File: src/rtl/grouped_update_sequencer.sv
// ============================================================================
// grouped_update_sequencer
// Steps the p-bit update group index with a programmable dwell per group,
// counts full sweeps and ends runs only on sweep boundaries.
// Revision: 1.0
// ============================================================================
`default_nettype none

module grouped_update_sequencer #(
  parameter int NUM_GROUPS = 3,
  parameter int IDX_W      = 3,
  parameter int DWELL_W    = 8,
  parameter int SWEEP_W    = 16
) (
  input  logic               clk,
  input  logic               reset_n,
  input  logic               start,
  input  logic               stop,
  input  logic [DWELL_W-1:0] dwell_cycles,
  input  logic [SWEEP_W-1:0] num_sweeps,
  output logic [0:IDX_W-1]   group_EN,
  output logic               update_valid,
  output logic [SWEEP_W-1:0] sweep_count,
  output logic               busy,
  output logic               done
);

  localparam logic [1:0] S_IDLE  = 2'd0;
  localparam logic [1:0] S_RUN   = 2'd1;
  localparam logic [1:0] S_DRAIN = 2'd2;
  localparam logic [1:0] S_DONE  = 2'd3;

  localparam logic [IDX_W-1:0]   C_LAST_GROUP = IDX_W'(NUM_GROUPS - 1);
  localparam logic [SWEEP_W-1:0] C_SWEEP_MAX  = '1;

  logic [1:0]         r_state;
  logic [IDX_W-1:0]   r_group;
  logic [DWELL_W-1:0] r_dwell_cnt;
  logic [DWELL_W-1:0] r_dwell_lat;
  logic [SWEEP_W-1:0] r_num_lat;
  logic [SWEEP_W-1:0] r_sweep_cnt;
  logic               r_stop_pending;

  logic               w_active;
  logic               w_dwell_end;
  logic               w_wrap;
  logic               w_end;
  logic [SWEEP_W-1:0] w_sweep_inc;

  assign w_active    = (r_state == S_RUN) || (r_state == S_DRAIN);
  assign w_dwell_end = (r_dwell_cnt == r_dwell_lat);
  assign w_wrap      = w_dwell_end && (r_group == C_LAST_GROUP);
  assign w_sweep_inc = (r_sweep_cnt == C_SWEEP_MAX) ? r_sweep_cnt : r_sweep_cnt + 1'b1;

  // Run ends at a wrap when the target is reached, or when any stop is seen;
  // DRAIN only exists because a stop arrived, so it always ends at its wrap.
  assign w_end = ((r_num_lat != '0) && (w_sweep_inc == r_num_lat)) ||
                 r_stop_pending || stop || (r_state == S_DRAIN);

  // Valid/busy/done decode straight from state so reset clears them at once.
  assign update_valid = w_active;
  assign busy         = w_active;
  assign done         = (r_state == S_DONE);
  assign group_EN     = r_group;
  assign sweep_count  = r_sweep_cnt;

  always_ff @(posedge clk or negedge reset_n) begin
    if (!reset_n) begin
      r_state        <= S_IDLE;
      r_group        <= '0;
      r_dwell_cnt    <= '0;
      r_dwell_lat    <= '0;
      r_num_lat      <= '0;
      r_sweep_cnt    <= '0;
      r_stop_pending <= 1'b0;
    end else begin
      case (r_state)
        S_IDLE: begin
          r_group     <= '0;
          r_dwell_cnt <= '0;
          if (start) begin
            r_dwell_lat    <= dwell_cycles;
            r_num_lat      <= num_sweeps;
            r_sweep_cnt    <= '0;
            r_stop_pending <= 1'b0;
            r_state        <= S_RUN;
          end
        end
        S_RUN, S_DRAIN: begin
          if (w_dwell_end) begin
            r_dwell_cnt <= '0;
            if (w_wrap) begin
              r_sweep_cnt <= w_sweep_inc;
              r_group     <= '0;
              if (w_end) begin
                r_state <= S_DONE;
              end
            end else begin
              r_group <= r_group + 1'b1;
            end
          end else begin
            r_dwell_cnt <= r_dwell_cnt + 1'b1;
          end
          // A mid-sweep stop is remembered and the sweep is finished in DRAIN.
          if ((r_state == S_RUN) && stop && !w_wrap) begin
            r_stop_pending <= 1'b1;
            r_state        <= S_DRAIN;
          end
        end
        S_DONE: begin
          r_group     <= '0;
          r_dwell_cnt <= '0;
          r_state     <= S_IDLE;
        end
        default: begin
          r_state <= S_IDLE;
        end
      endcase
    end
  end

endmodule

`default_nettype wire

File: config.mk
export PLATFORM = sky130hd
export DESIGN_NAME = grouped_update_sequencer
export DESIGN_NICKNAME = d
export VERILOG_FILES = /design/src/rtl/grouped_update_sequencer.sv
export SDC_FILE = /design/constraint.sdc
export NUM_CORES = 1
export LEC_CHECK = 0
export ABC_CLOCK_PERIOD_IN_PS = 4600
export CAP_MARGIN = 20
export CORE_UTILIZATION = 32
export CTS_CLUSTER_SIZE = 14
export DETAILED_ROUTE_END_ITERATION = 12
export SETUP_SLACK_MARGIN = 0.02
export SLEW_MARGIN = 20
export SYNTH_ARGS = -nofsm -noshare
export SYNTH_HDL_FRONTEND = slang
export SYNTH_SLANG_ARGS = --single-unit
File: constraint.sdc
create_clock -name clk -period 4.6 [get_ports clk]
set_input_delay 0.92 -clock clk [delete_from_list [all_inputs] [get_ports clk]]
set_output_delay 0.92 -clock clk [all_outputs]
set_load 0.02 [all_outputs]
; ---- Yosys cells after proc, flatten, opt, wreduce, memory -nomap -nowiden
; Index checks and enable logic that the tools add are counted.
[op_classes]
n_addsub = 3
mul = 0
n_div = 0
order_cmp = 0
eq_ne = 14
n_shift = 0
n_mux = 19
bitwise_logic = 0
reduce_logical = 18
[op_table]
columns = cell, n
row1 = 16-bit 2-to-1 mux, 4
row2 = 16-bit case mux with 2 select lines, 1
row3 = "16-bit by 1-bit adder with 16-bit output, second input constant", 1
row4 = 16-bit == test, 1
row5 = "16-bit == test, second input constant", 1
row6 = 8-bit case mux with 2 select lines, 1
row7 = 16-bit nonzero test, 1
row8 = 2-bit 2-to-1 mux, 5
row9 = "3-bit != test, second input constant", 3
row10 = "8-bit by 1-bit adder with 8-bit output, second input constant", 1
row11 = 8-bit == test, 1
row12 = 8-bit 2-to-1 mux, 1
row13 = "2-bit != test, second input constant", 4
row14 = 4-bit AND reduction, 2
row15 = 3-bit 2-to-1 mux, 2
row16 = 2-bit case mux with 3 select lines, 1
row17 = 3-bit case mux with 2 select lines, 1
row18 = "2-bit == test, second input constant", 2
row19 = 1-bit logical AND, 4
row20 = 1-bit logical OR, 4
row21 = 2-bit OR reduction, 2
row22 = "3-bit by 1-bit adder with 3-bit output, second input constant", 1
row23 = "3-bit by 2-bit == test with 1-bit output, second input constant", 1
row24 = 3-bit AND reduction, 1
row25 = other kinds (7), 8
[word_totals]
reg_bits = 54
latchBits = 0
ramBits = 0
romBits = 0
output_inout_bits = 22
elab_cells = 61
memories = 0

; ---- Depth between registers and ports, before layout
; Gate-level depths: netlist (run 1).
[depth]
depth_word = 12
depth_mapped = 10
mapped_depth_nobuf = 8

; ---- Worst setup path before layout (run 1)
; No wires, ideal clock.
[synth_timing]
path_type = register to register
from = register r_sweep_cnt[0], in the netlist sweep_count[0]
to = register r_state[0]
setup_ns = 0.128
arrival_ns = 2.789
required_ns = 4.472
setup_slack_ns = 1.683
path_stages_with_launch = 11
path_buffers = 2
period_less_slack_ns = 2.917
path_cell_list = dfrtp_1 > ha_1 > buf_4 > and3_1 > clkbuf_1 > nand4_4 > mux2_1 > a311oi_1 > nand4_1 > o41ai_2 > mux2_1
[synth_via]
elab_chain_cells = 9
elab_cells_between_ends = 10
classes_between = add/sub (1) / eq/ne (3) / mux (1) / reduce/logical (5)
[synth_lines]
columns = item, line
row1 = "start, declared", 41  ; logic [SWEEP_W-1:0] r_sweep_cnt;
row2 = "start signal, assigned", 93  ; r_sweep_cnt <= w_sweep_inc;
row3 = 16-bit by 1-bit adder with 16-bit output / 16-bit == test (equally long branches), 53  ; assign w_sweep_inc = (r_sweep_cnt == C_SWEEP_MAX) ? r_sweep_cnt : r_sweep_cnt + 1'b1;
row4 = 16-bit 2-to-1 mux (*), 53
row5 = 16-bit == test (*), 57  ; assign w_end = ((r_num_lat != '0) && (w_sweep_inc == r_num_lat)) ||
row6 = 1-bit logical AND (*), 57
row7 = 1-bit logical OR (*), 57
row8 = 1-bit logical OR (*) (2 in series), 58  ; r_stop_pending || stop || (r_state == S_DRAIN);
row9 = 3-bit != test (no source line) (*), n/a
row10 = 4-bit AND reduction (no source line) (*), n/a
row11 = "end signal, assigned", 69  ; r_state <= S_IDLE;
row12 = "end signal, assigned", 86  ; r_state <= S_RUN;
row13 = "end signal, assigned", 96  ; r_state <= S_DONE;
row14 = "end, declared", 36  ; logic [1:0] r_state;
; Mark *: on every way between the ends. The rest lies on a longest branch, timed or not.
; A chain may end at the register's enable or synchronous reset.

; ---- Worst setup path in the final report (run 1)
[layout_timing]
from = register r_sweep_cnt[1], in the netlist sweep_count[1]
to = register r_state[0]
; The elaborated chain is that of the path after synthesis.

==> results of run 1 <==
[cells by family (layout without fill, tap and decap cells)]
logic type / after synthesis / count (layout) / share of synthesized area
compound gates: 82 / 82 / 0.169
xor+xnor: 23 / 23 / 0.0601
fa+ha+maj: 8 / 8 / 0.0298
buf+inv: 34 / 72 / 0.0466
flops: 54 / 54 / 0.403
mux: 30 / 30 / 0.0992
simple gates: 120 / 120 / 0.193
[routing by layer]
layer	vias to the layer above	part of all wire	track usage
li1	1371	-	-
met1	1382	0.44	0.216
met2	134	0.46	0.257
met3	23	0.071	0.0257
met4	0	0.026	0.0561
met5	-	0	0
[state kept, by name (all words and copies together) (netlist names)]
signal,flops
group_EN,3
r_state,2
r_num_lat,16
r_dwell_cnt,8
r_dwell_lat,8
sweep_count,16
r_stop_pending,1
[placed cells by master (no fill, tap or decap), drive strengths merged, types with 2 or more instances in the layout]
cell | Yosys | final
and2 | 3 | 3
o21ai | 18 | 18
buf | 10 | 4
a211oi | 4 | 4
a21oi | 21 | 21
mux2i | 4 | 4
a22o | 2 | 2
dfrtp | 54 | 54
inv | 13 | 13
and4 | 4 | 4
and3 | 5 | 5
nor2b | 3 | 3
o32a | 2 | 2
nand4 | 11 | 11
nor4b | 2 | 2
nand2 | 22 | 22
nor4 | 11 | 11
a31oi | 5 | 5
a21o | 2 | 2
nand3 | 17 | 17
xnor2 | 7 | 7
xor2 | 16 | 16
nand2b | 4 | 4
o31ai | 3 | 3
a211o | 2 | 2
ha | 8 | 8
nor2 | 28 | 28
or3 | 2 | 2
nor3 | 5 | 5
a41oi | 3 | 3
a2bb2oi | 2 | 2
clkdlybuf4s50 | 0 | 48
clkinvlp | 0 | 2
mux2 | 26 | 26
clkbuf | 11 | 5
o41ai | 4 | 4
o2111ai | 2 | 2
[final cells by class]
type	count	share of cell area
inverters	13	0.0122
clock inverters	2	0.00375
flip-flops and latches	54	0.337
repair buffers	52	0.127
multi-input cells	263	0.461
well taps	136	0.0424
clock buffers	5	0.0172
[critical path, cell delays in order (launching register included)]
cell,delay [ns]
dfrtp_1,0.49
ha_1,0.41
and3_1,0.38
nand4_4,0.21
mux2_1,0.38
a311oi_1,0.26
nand4_1,0.14
o41ai_2,0.40
mux2_1,0.35
[power by group through the flow]
stage / Combinational (mW) / Clock (mW) / Sequential (mW)
finish: 0.729 / 0.268 / 0.742
global route: 0.812 / 0.298 / 0.762
CTS: 0.733 / 0.280 / 0.742
detailed placement: 0.730 / 0 / 0.752
global placement: 0.726 / 0 / 0.749
floorplan: 0.548 / 0 / 0.707
[path summary, 6_finish.rpt]
path,from,endpoint
worst max register to register,sweep_count[1]$_DFFE_PN0P_,r_state[0]$_DFFE_PN0P_
worst max-delay path,sweep_count[1]$_DFFE_PN0P_,r_state[0]$_DFFE_PN0P_
max in group asynchronous,reset_n,r_dwell_cnt[2]$_DFF_PN0_
min in group clk,r_dwell_lat[7]$_DFFE_PN0P_,r_dwell_lat[7]$_DFFE_PN0P_
worst min register to register,r_dwell_lat[7]$_DFFE_PN0P_,r_dwell_lat[7]$_DFFE_PN0P_
worst min-delay path,reset_n,sweep_count[6]$_DFFE_PN0P_
==> impl_results.md, run 1 <==
* Post-Layout Cell Count at 525
* Nets at 425
* Routed Antenna Nets at 0
* Top_reg_cell synth: dfrtp_1
* Clk Latency, worst-skew pair at about 0.31 ns
* Final Hold Violating Endpoints at 0
* Fill cells at a little over 1000
* Hold buffer count at cts at 0
* Multi-input logic area at between 0.0015 and 0.002 mm²
* Reg2Reg Setup Slack at between 1 and 1.5 ns
* Fin area at 0.00401 mm²
* Min Hold Slack at roughly 0.53 ns
* Register area at between 0.001 and 0.0015 mm²
* Initial antenna violation count at 0
* Share of the synthesized area in the top cell type at 0.403
* Layout cells sized above 1 at 0.108
* Internal at ~1.1 mW
* Critical path class: flip-flop to flip-flop
* Syn_area_per_cell at approximately 9.6 µm²
* TritonCTS buffer count at 5
* Gr usage total at 0.160
* Initial Util at 0.328
* Synth Instances at about 350
* Worst r2r path cells at 8
* Final WS setup at ~1.5 ns
* First-pass GRT wire length at approximately 14000 µm
* Sequential cell area fraction in the yosys report at 0.403
* Critical path required time at roughly 4.8 ns
* Die W at 104 µm
* Dpl ws at 1.52 ns
* Fmax at roughly 320 MHz
* Port Buf Inserts at 49
* CTS Sinks at 54
* Via/cell ratio at around 5.5
* Setup violators final at 0
* Leading area contributor after synthesis: dfrtp_1
* Clock Power Share at 0.154
* Drt pass-1 iters at 5
* Post-synthesis cell type count at 58
* Largest net degree at the start of global routing at 38
* Sw power at 0.681 mW
* Avg WL per Cell at around 16 µm
* Maximum fanout along the worst path at 9
* Setup crit end kind: flip-flop
* Total leakage power at 1.61 nW
* Top cells by area, synth: dfrtp_1, mux2_2, xor2_1
* Final min period at 3.15 ns
* DP Cell Count at between 500 and 600
* Worst EP arrival at 3.35 ns
* Final count of pins violating max slew at 0
* Post-synth top cells: dfrtp_1, nor2_1, mux2_2, nand2_1, a21oi_1
* Vias in the first global route at around 2800
* Setup tns final at 0 ns
* Critical Path Source Type: flip-flop
* Routed via count at about 2900
* Yosys warnings at 0
* Final period util at 0.684
* HPWL after DPL at about 6300 µm
* Total setup buffers inserted after CTS at 0
* N_diodes at 0
* I/O pin total at 50
* Actual slew at the worst max-slew pin at approximately 0.85 ns
* Clk root buf: clkbuf_8
* Ys async rst share at 1.00
* Cell area power density at between 400 and 500 mW/mm²
* Post-cts gate resize count at 0
* Mapped Area at about 0.0034 mm²
* Unrepaired setup endpoints after global routing: false
* Switching share of power at 0.392
* Row Count at 37
* Clock Skews at between 0.008 and 0.009 ns
* Status: complete, no violations
* FF+latch count, synth at 54
* DRC Markers at 0
* Peak supply drop at 182 µV
* Clock Pin Slew Worst Setup and Hold Paths at approximately 0.10 ns
* Grt total ovfl at 0
* Total power at about 1.7 mW
* RD Place Congestion at between 0.8 and 0.9
* Most common cell in the netlist: dfrtp_1
* Utilization after layout at 0.392
* H-tree depth at 2
* Syn Nets at around 390
* Sequential power share at 0.427
* Max Cap Viol at 0
* TritonCTS clock tree: yes
* Worst-case clock buffer depth at 2
* Combinational share of power at 0.419
* Drt first-iter violations at approximately 200
* Core Box Area at ~0.01 mm²
* DIE AREA at around 0.011 mm²
* Min-delay worst type: primary input to asynchronous set/reset pin
* WL final at roughly 8400 µm
* Max_slew headroom at 0.436
* Die H at 104 µm
* Area of placed instances at just under 0.004 mm²
* EDFF count, synth at 0
* Area Overhead vs Synth at 19.5%
No activity file was read; power rests on OpenSTA's default activity.
==> run 2: changes to the inputs <==
--- a/config.mk
+++ b/config.mk
@@ -5,7 +5,7 @@
 export SDC_FILE = /design/constraint.sdc
 export NUM_CORES = 1
 export LEC_CHECK = 0
-export ABC_CLOCK_PERIOD_IN_PS = 4600
+export ABC_CLOCK_PERIOD_IN_PS = 3100
 export CAP_MARGIN = 20
 export CORE_UTILIZATION = 32
 export CTS_CLUSTER_SIZE = 14
==> constraint.sdc (replaced) <==
create_clock -name clk -period 3.1 [get_ports clk]
set_input_delay 0.62 -clock clk [delete_from_list [all_inputs] [get_ports clk]]
set_output_delay 0.62 -clock clk [all_outputs]
set_load 0.02 [all_outputs]
==> run 2 against run 1 <==
Effect of this change: combinational power up 52%; register-to-register slack worse by 1.3 ns; first-iteration DRC count is 10% lower; sequential share of layout area is 0.99 points lower; sequential power rose by 48%; wire length rose by 5.2%; count of clock-buffer cells in the layout unchanged; core utilization up 1.2 points; global-route usage increased by 1.4 points; worst setup slack worse by 1.3 ns; non-clock buffer count up 13; critical endpoint unchanged; highest routed layer unchanged.
==> impl_results.md, run 2 (synthesized netlist as in run 1, its figures left out) <==
* Core Box Area at between 0.01 and 0.015 mm²
* Setup violators final at 0
* Final WS setup at around 0.16 ns
* Switching share of power at 0.379
* Cell area power density at ~650 mW/mm²
* Max Cap Viol at 0
* Maximum fanout along the worst path at 10
* Grt total ovfl at 0
* WL final at 8880 µm
* HPWL after DPL at roughly 7000 µm
* Initial antenna violation count at 0
* Sw power at 1.02 mW
* Fin area at about 0.0041 mm²
* Nets at 438
* Largest net degree at the start of global routing at 31
* DRC Markers at 0
* Critical Path Source Type: flip-flop
* Commonest cells after routing, fill and taps aside: dfrtp_1, clkdlybuf4s50_1, nor2_1, mux2_2, nand2_1
* Initial Util at 0.328
* Max_slew headroom at 0.558
* Port Buf Inserts at a little under 50
* RD Place Congestion at roughly 0.88
* Setup crit end kind: flip-flop
* Clock Skews at 0.0104 ns
* Dpl ws at around 0.22 ns
* Clk Latency, worst-skew pair at approximately 0.31 ns
* Slowest stage delay, CP at ~0.53 ns
* TritonCTS buffer count at 5
* Final period util at 0.947
* Min Hold Slack at around 0.15 ns
* Min-delay worst type: primary input to asynchronous set/reset pin
* First-pass GRT wire length at ~15000 µm
* Gr usage total at 0.174
* Status: complete, no violations
* N_diodes at 0
* Post-cts gate resize count at 0
* CP Cell Sequence: and4_1 > nand4_4 > mux2_1 > a311oi_1 > nand4_1 > o41ai_2 > mux2_1
* Row Count at 37
* Clk root buf: clkbuf_8
* Total leakage power at roughly 1.7 nW
* Fill cells at slightly above 1000
* Internal at 1.67 mW
* Worst EP arrival at around 3.1 ns
* Sequential power share at 0.408
* Critical path required time at between 3 and 4 ns
* Critical path class: flip-flop to flip-flop
* Most common cell after layout, fill and taps aside: dfrtp_1
* TritonCTS clock tree: yes
* Avg WL per Cell at 16.5 µm
* DIE AREA at ~0.011 mm²
* Drt pass-1 iters at 4
* Area Overhead vs Synth at 23.1%
* Setup tns final at 0 ns
* Clock Pin Slew Worst Setup and Hold Paths at about 0.11 ns
* Die H at 104 µm
* Vias in the first global route at 3009
* Worst-case clock buffer depth at 2
* Final min period at 2.94 ns
* Final count of pins violating max slew at 0
* I/O pin total at 50
* CTS Sinks at 54
* Total setup buffers inserted after CTS at 0
* Routed Antenna Nets at 0
* Peak supply drop at a little under 300 µV
* Routed via count at 2948
* Fmax at 341 MHz
* Unrepaired setup endpoints after global routing: false
* Combinational share of power at 0.412
* Via/cell ratio at ~5.5
* Layout cells sized above 1 at 0.137
* CP dominant cell by count: mux2_1
* Hold buffer count at cts at 0
* Final Hold Violating Endpoints at 0
* Die W at 104 µm
* Slowest-stage cell, CP: and4_1
* Area of placed instances at about 0.0040 mm²
* Drt first-iter violations at roughly 180
* Clock Power Share at 0.180
* Actual slew at the worst max-slew pin at ~0.66 ns
* H-tree depth at 2
run 2: changes by cell type in the layout (fill, tap and decap cells not counted):
cell | before | now
clkinvlp_4 | 2 | 0
buf_4 | 3 | 16
clkinv_4 | 0 | 1
bufinv_16 | 0 | 1
run 2: metrics by stage:
stage                     instances  power (mW)   util
after global placement          531        2.21  0.393
after global routing            538        2.89  0.404
final                           538        2.69  0.404
after detailed placement        531        2.23  0.393
after CTS                       538        2.72  0.404
after floorplan                 351        1.86      -
run 2: per-layer routing:
metal / up-vias / GRT usage / wire length (µm)
li1: 1403 / - / -
met1: 1420 / 0.227 / 3910
met2: 107 / 0.284 / 4210
met3: 18 / 0.0345 / 510
met4: 0 / 0.0643 / 244
met5: - / 0 / 0
run 2: final timing paths:
| check | cells after the start | startpoint | slack [ns] | to |
|---|---|---|---|---|
| max in group asynchronous | 2 | reset_n | 2.28 | r_num_lat[13]$_DFFE_PN0P_ |
| worst max register to register | 7 | sweep_count[6]$_DFFE_PN0P_ | 0.16 | r_state[0]$_DFFE_PN0P_ |
| min in group clk | 1 | r_dwell_lat[2]$_DFFE_PN0P_ | 0.53 | r_dwell_lat[2]$_DFFE_PN0P_ |
| worst max-delay path | 7 | sweep_count[6]$_DFFE_PN0P_ | 0.16 | r_state[0]$_DFFE_PN0P_ |
| worst min register to register | 1 | r_dwell_lat[2]$_DFFE_PN0P_ | 0.53 | r_dwell_lat[2]$_DFFE_PN0P_ |
| worst min-delay path | 1 | reset_n | 0.15 | sweep_count[6]$_DFFE_PN0P_ |
run 2: cell type report:
cell class	count	area, µm²	area share
Inverter	13	48.8	0.0118
Clock buffer	5	68.8	0.0167
Tap cell	136	170	0.0412
Multi-Input combinational cell	263	1850	0.447
Timing Repair Buffer	65	606	0.147
Clock inverter	2	38.8	0.00939
Sequential cell	54	1350	0.327
run 2: power by group through the flow:
stage / clock (mW) / sequential, mW / combinational, mW
CTS: 0.501 / 1.10 / 1.12
global route: 0.527 / 1.13 / 1.23
floorplan: 0 / 1.05 / 0.813
global placement: 0 / 1.11 / 1.10
finish: 0.483 / 1.10 / 1.11
detailed placement: 0 / 1.11 / 1.12
run 2: critical path: cells and delay by family (launching register included):
| kind | cells | cell delay (ns) |
|---|---|---|
| muxes | 2 | 0.73 |
| DFF | 1 | 0.48 |
| and+or+nand+nor | 3 | 0.92 |
| AOI/OAI and AO/OA | 2 | 0.68 |
==> run 3: changes to the inputs <==
--- a/config.mk
+++ b/config.mk
@@ -5,8 +5,9 @@
 export SDC_FILE = /design/constraint.sdc
 export NUM_CORES = 1
 export LEC_CHECK = 0
-export ABC_CLOCK_PERIOD_IN_PS = 3100
+export ABC_CLOCK_PERIOD_IN_PS = 2500
 export CAP_MARGIN = 20
+export CORE_MARGIN = 5
 export CORE_UTILIZATION = 32
 export CTS_CLUSTER_SIZE = 14
 export DETAILED_ROUTE_END_ITERATION = 12
==> constraint.sdc (replaced) <==
create_clock -name clk -period 2.5 [get_ports clk]
set_input_delay 0.5 -clock clk [delete_from_list [all_inputs] [get_ports clk]]
set_output_delay 0.5 -clock clk [all_outputs]
set_load 0.02 [all_outputs]
==> run 3 against run 2 <==
Effect of this change: the flow now finishes with violations (setup timing); clock power rose by 26%; critical path depth rose by 2; first-iteration DRC count rose by 6.3%; sequential share of layout area fell by 4.7 points; largest power group unchanged.
==> impl_results.md, run 3 (synthesized netlist as in run 1, its figures left out) <==
* Reg2Reg Setup Slack at -0.08 ns
* Worst-case clock buffer depth at 2
* Avg WL per Cell at ~16 µm
* HPWL after DPL at just under 8000 µm
* N_diodes at 0
* Internal at ~2.3 mW
* Worst EP arrival at 2.78 ns
* Utilization after layout at 0.471
* RD Place Congestion at about 0.96
* Failing checks: setup timing
* Slowest-stage cell, CP: dfrtp_2
* First-pass GRT wire length at around 16000 µm
* Cell area power density at about 740 mW/mm²
* Drt pass-1 iters at 5
* Sequential power share at 0.375
* Clock Pin Slew Worst Setup and Hold Paths at around 0.10 ns
* Routed Antenna Nets at 0
* Layout cells sized above 1 at 0.324
* Max Cap Viol at 0
* Peak supply drop at 372 µV
* Nets at approximately 510
* Sw power at between 1 and 1.5 mW
* Largest net degree at the start of global routing at 38
* DRC Markers at 0
* Setup crit end kind: flip-flop
* Total leakage power at between 2 and 2.5 nW
* Hold buffer count at cts at 0
* Core Box Area at a little over 0.01 mm²
* I/O pin total at 50
* Grt total ovfl at 0
* H-tree depth at 2
* Dpl ws at -0.0832 ns
* Vias in the first global route at approximately 3300
* TritonCTS buffer count at 5
* Unrepaired setup endpoints after global routing: true
* WL final at ~10000 µm
* TritonCTS clock tree: yes
* CP dominant cell by count: nand4_1
* Final min period at around 2.6 ns
* Fmax at 387 MHz
* Clock Power Share at 0.169
* Combinational share of power at 0.455
* Port Buf Inserts at around 50
* Setup violators final at 1
* Initial antenna violation count at 0
* Final WS setup at -0.0809 ns
* Maximum fanout along the worst path at 6
* Final Hold Violating Endpoints at 0
* Via/cell ratio at between 5 and 6
* Min Hold Slack at between 0.2 and 0.3 ns
* Final count of pins violating max slew at 0
* Routed via count at between 3000 and 4000
* Status: complete, but fails checks
* Final period util at 1.03
* Most common cell after layout, fill and taps aside: buf_4
* Area Overhead vs Synth at 44.3%
* Critical path required time at about 2.7 ns
* Switching share of power at 0.375
* Row Count at 37
* Clk root buf: clkbuf_8
* Critical path class: flip-flop to flip-flop
* Fill cells at about 1000
* Slowest stage delay, CP at between 0.4 and 0.5 ns
* Die W at between 100 and 150 µm
* CTS Sinks at 54
* Gr usage total at 0.159
* Commonest cells after routing, fill and taps aside: buf_4, dfrtp_1, clkdlybuf4s50_1, nor2_1, mux2_2
* DIE AREA at 0.0126 mm²
* CP Cell Sequence: ha_4 > buf_6 > nand4_1 > nor4_4 > mux2i_1 > a2bb2oi_1 > nand4_1 > o41ai_2 > mux2_1
* Clock Skews at between 0.006 and 0.007 ns
* Actual slew at the worst max-slew pin at slightly above 0.8 ns
* Die H at around 110 µm
* Min-delay worst type: primary input to asynchronous set/reset pin
* Drt first-iter violations at 187
* Initial Util at 0.326
* Clk Latency, worst-skew pair at a little over 0.3 ns
* Critical Path Source Type: flip-flop
* Max_slew headroom at 0.459
## run 3: changes by cell type in the layout (fill, tap and decap cells not counted), sizes merged
cell and delta:
buf +75, inv +2, clkinv -1
## run 3: what timing repair did
| item | CTS | global route |
|---|---|---|
| pin swaps | 5 | 9 |
| gates resized for setup | 12 | 6 |
| cloned | 0 | 0 |
| setup endpoints to repair | 2 | 2 |
| buffers inserted | 1 | 6 |
## run 3: routing by layer
metal | part of all wire | global-route usage | vias up | wire (µm)
met5 | 0 | 0 | - | 0
met4 | 0.023 | 0.0489 | 0 | 235
met3 | 0.054 | 0.0221 | 22 | 540
met2 | 0.49 | 0.276 | 111 | 4940
met1 | 0.43 | 0.205 | 1595 | 4310
li1 | - | - | 1554 | -
## run 3: final timing paths
check,startpoint,end,cells after the start
max,sweep_count[0]$_DFFE_PN0P_,r_state[0]$_DFFE_PN0P_,9
min,reset_n,sweep_count[0]$_DFFE_PN0P_,1
max reg2reg,sweep_count[0]$_DFFE_PN0P_,r_state[0]$_DFFE_PN0P_,9
min reg2reg,r_dwell_lat[6]$_DFFE_PN0P_,r_dwell_lat[6]$_DFFE_PN0P_,1
max in group asynchronous,reset_n,group_EN[2]$_DFFE_PN0N_,2
min in group clk,r_dwell_lat[6]$_DFFE_PN0P_,r_dwell_lat[6]$_DFFE_PN0P_,1
## run 3: critical path: cells and delay by family, from the launching register on
family,cells,cell delay [ns]
simple gates,3,0.57
compound gates,2,0.55
mux,2,0.60
buf+inv,1,0.12
flops,1,0.42
fa+ha+maj,1,0.20
## run 3: area by class of cell
type / instances / area [µm²] / share of cell area
clock inverters: 3 / 47.5 / 0.00982
multi-input cells: 263 / 1960 / 0.406
clock buffers: 5 / 68.8 / 0.0142
inverters: 13 / 48.8 / 0.0101
well taps: 136 / 170 / 0.0352
repair buffers: 140 / 1180 / 0.245
flip-flops and latches: 54 / 1360 / 0.280
## run 3: through the flow
stage / setup TNS, ns / power (mW) / instance area [µm²] / cells
6_report: -0.0809 / 3.60 / 4840 / 614
5_1_grt: -0.237 / 3.86 / 4840 / 614
4_1_cts: -0.0310 / 3.62 / 4780 / 608
3_5_place_dp: -0.115 / 2.98 / 4590 / 599
3_3_place_gp: -0.0836 / 2.94 / 4590 / 599
2_1_floorplan: -0.135 / 2.32 / 3420 / 351
## run 3: power groups by stage
stage | combinational [mW] | sequential, mW | clock (mW)
after CTS | 1.64 | 1.35 | 0.634
after detailed placement | 1.61 | 1.37 | 0
final | 1.64 | 1.35 | 0.610
after floorplan | 1.02 | 1.30 | 0
after global routing | 1.79 | 1.39 | 0.674
after global placement | 1.59 | 1.35 | 0
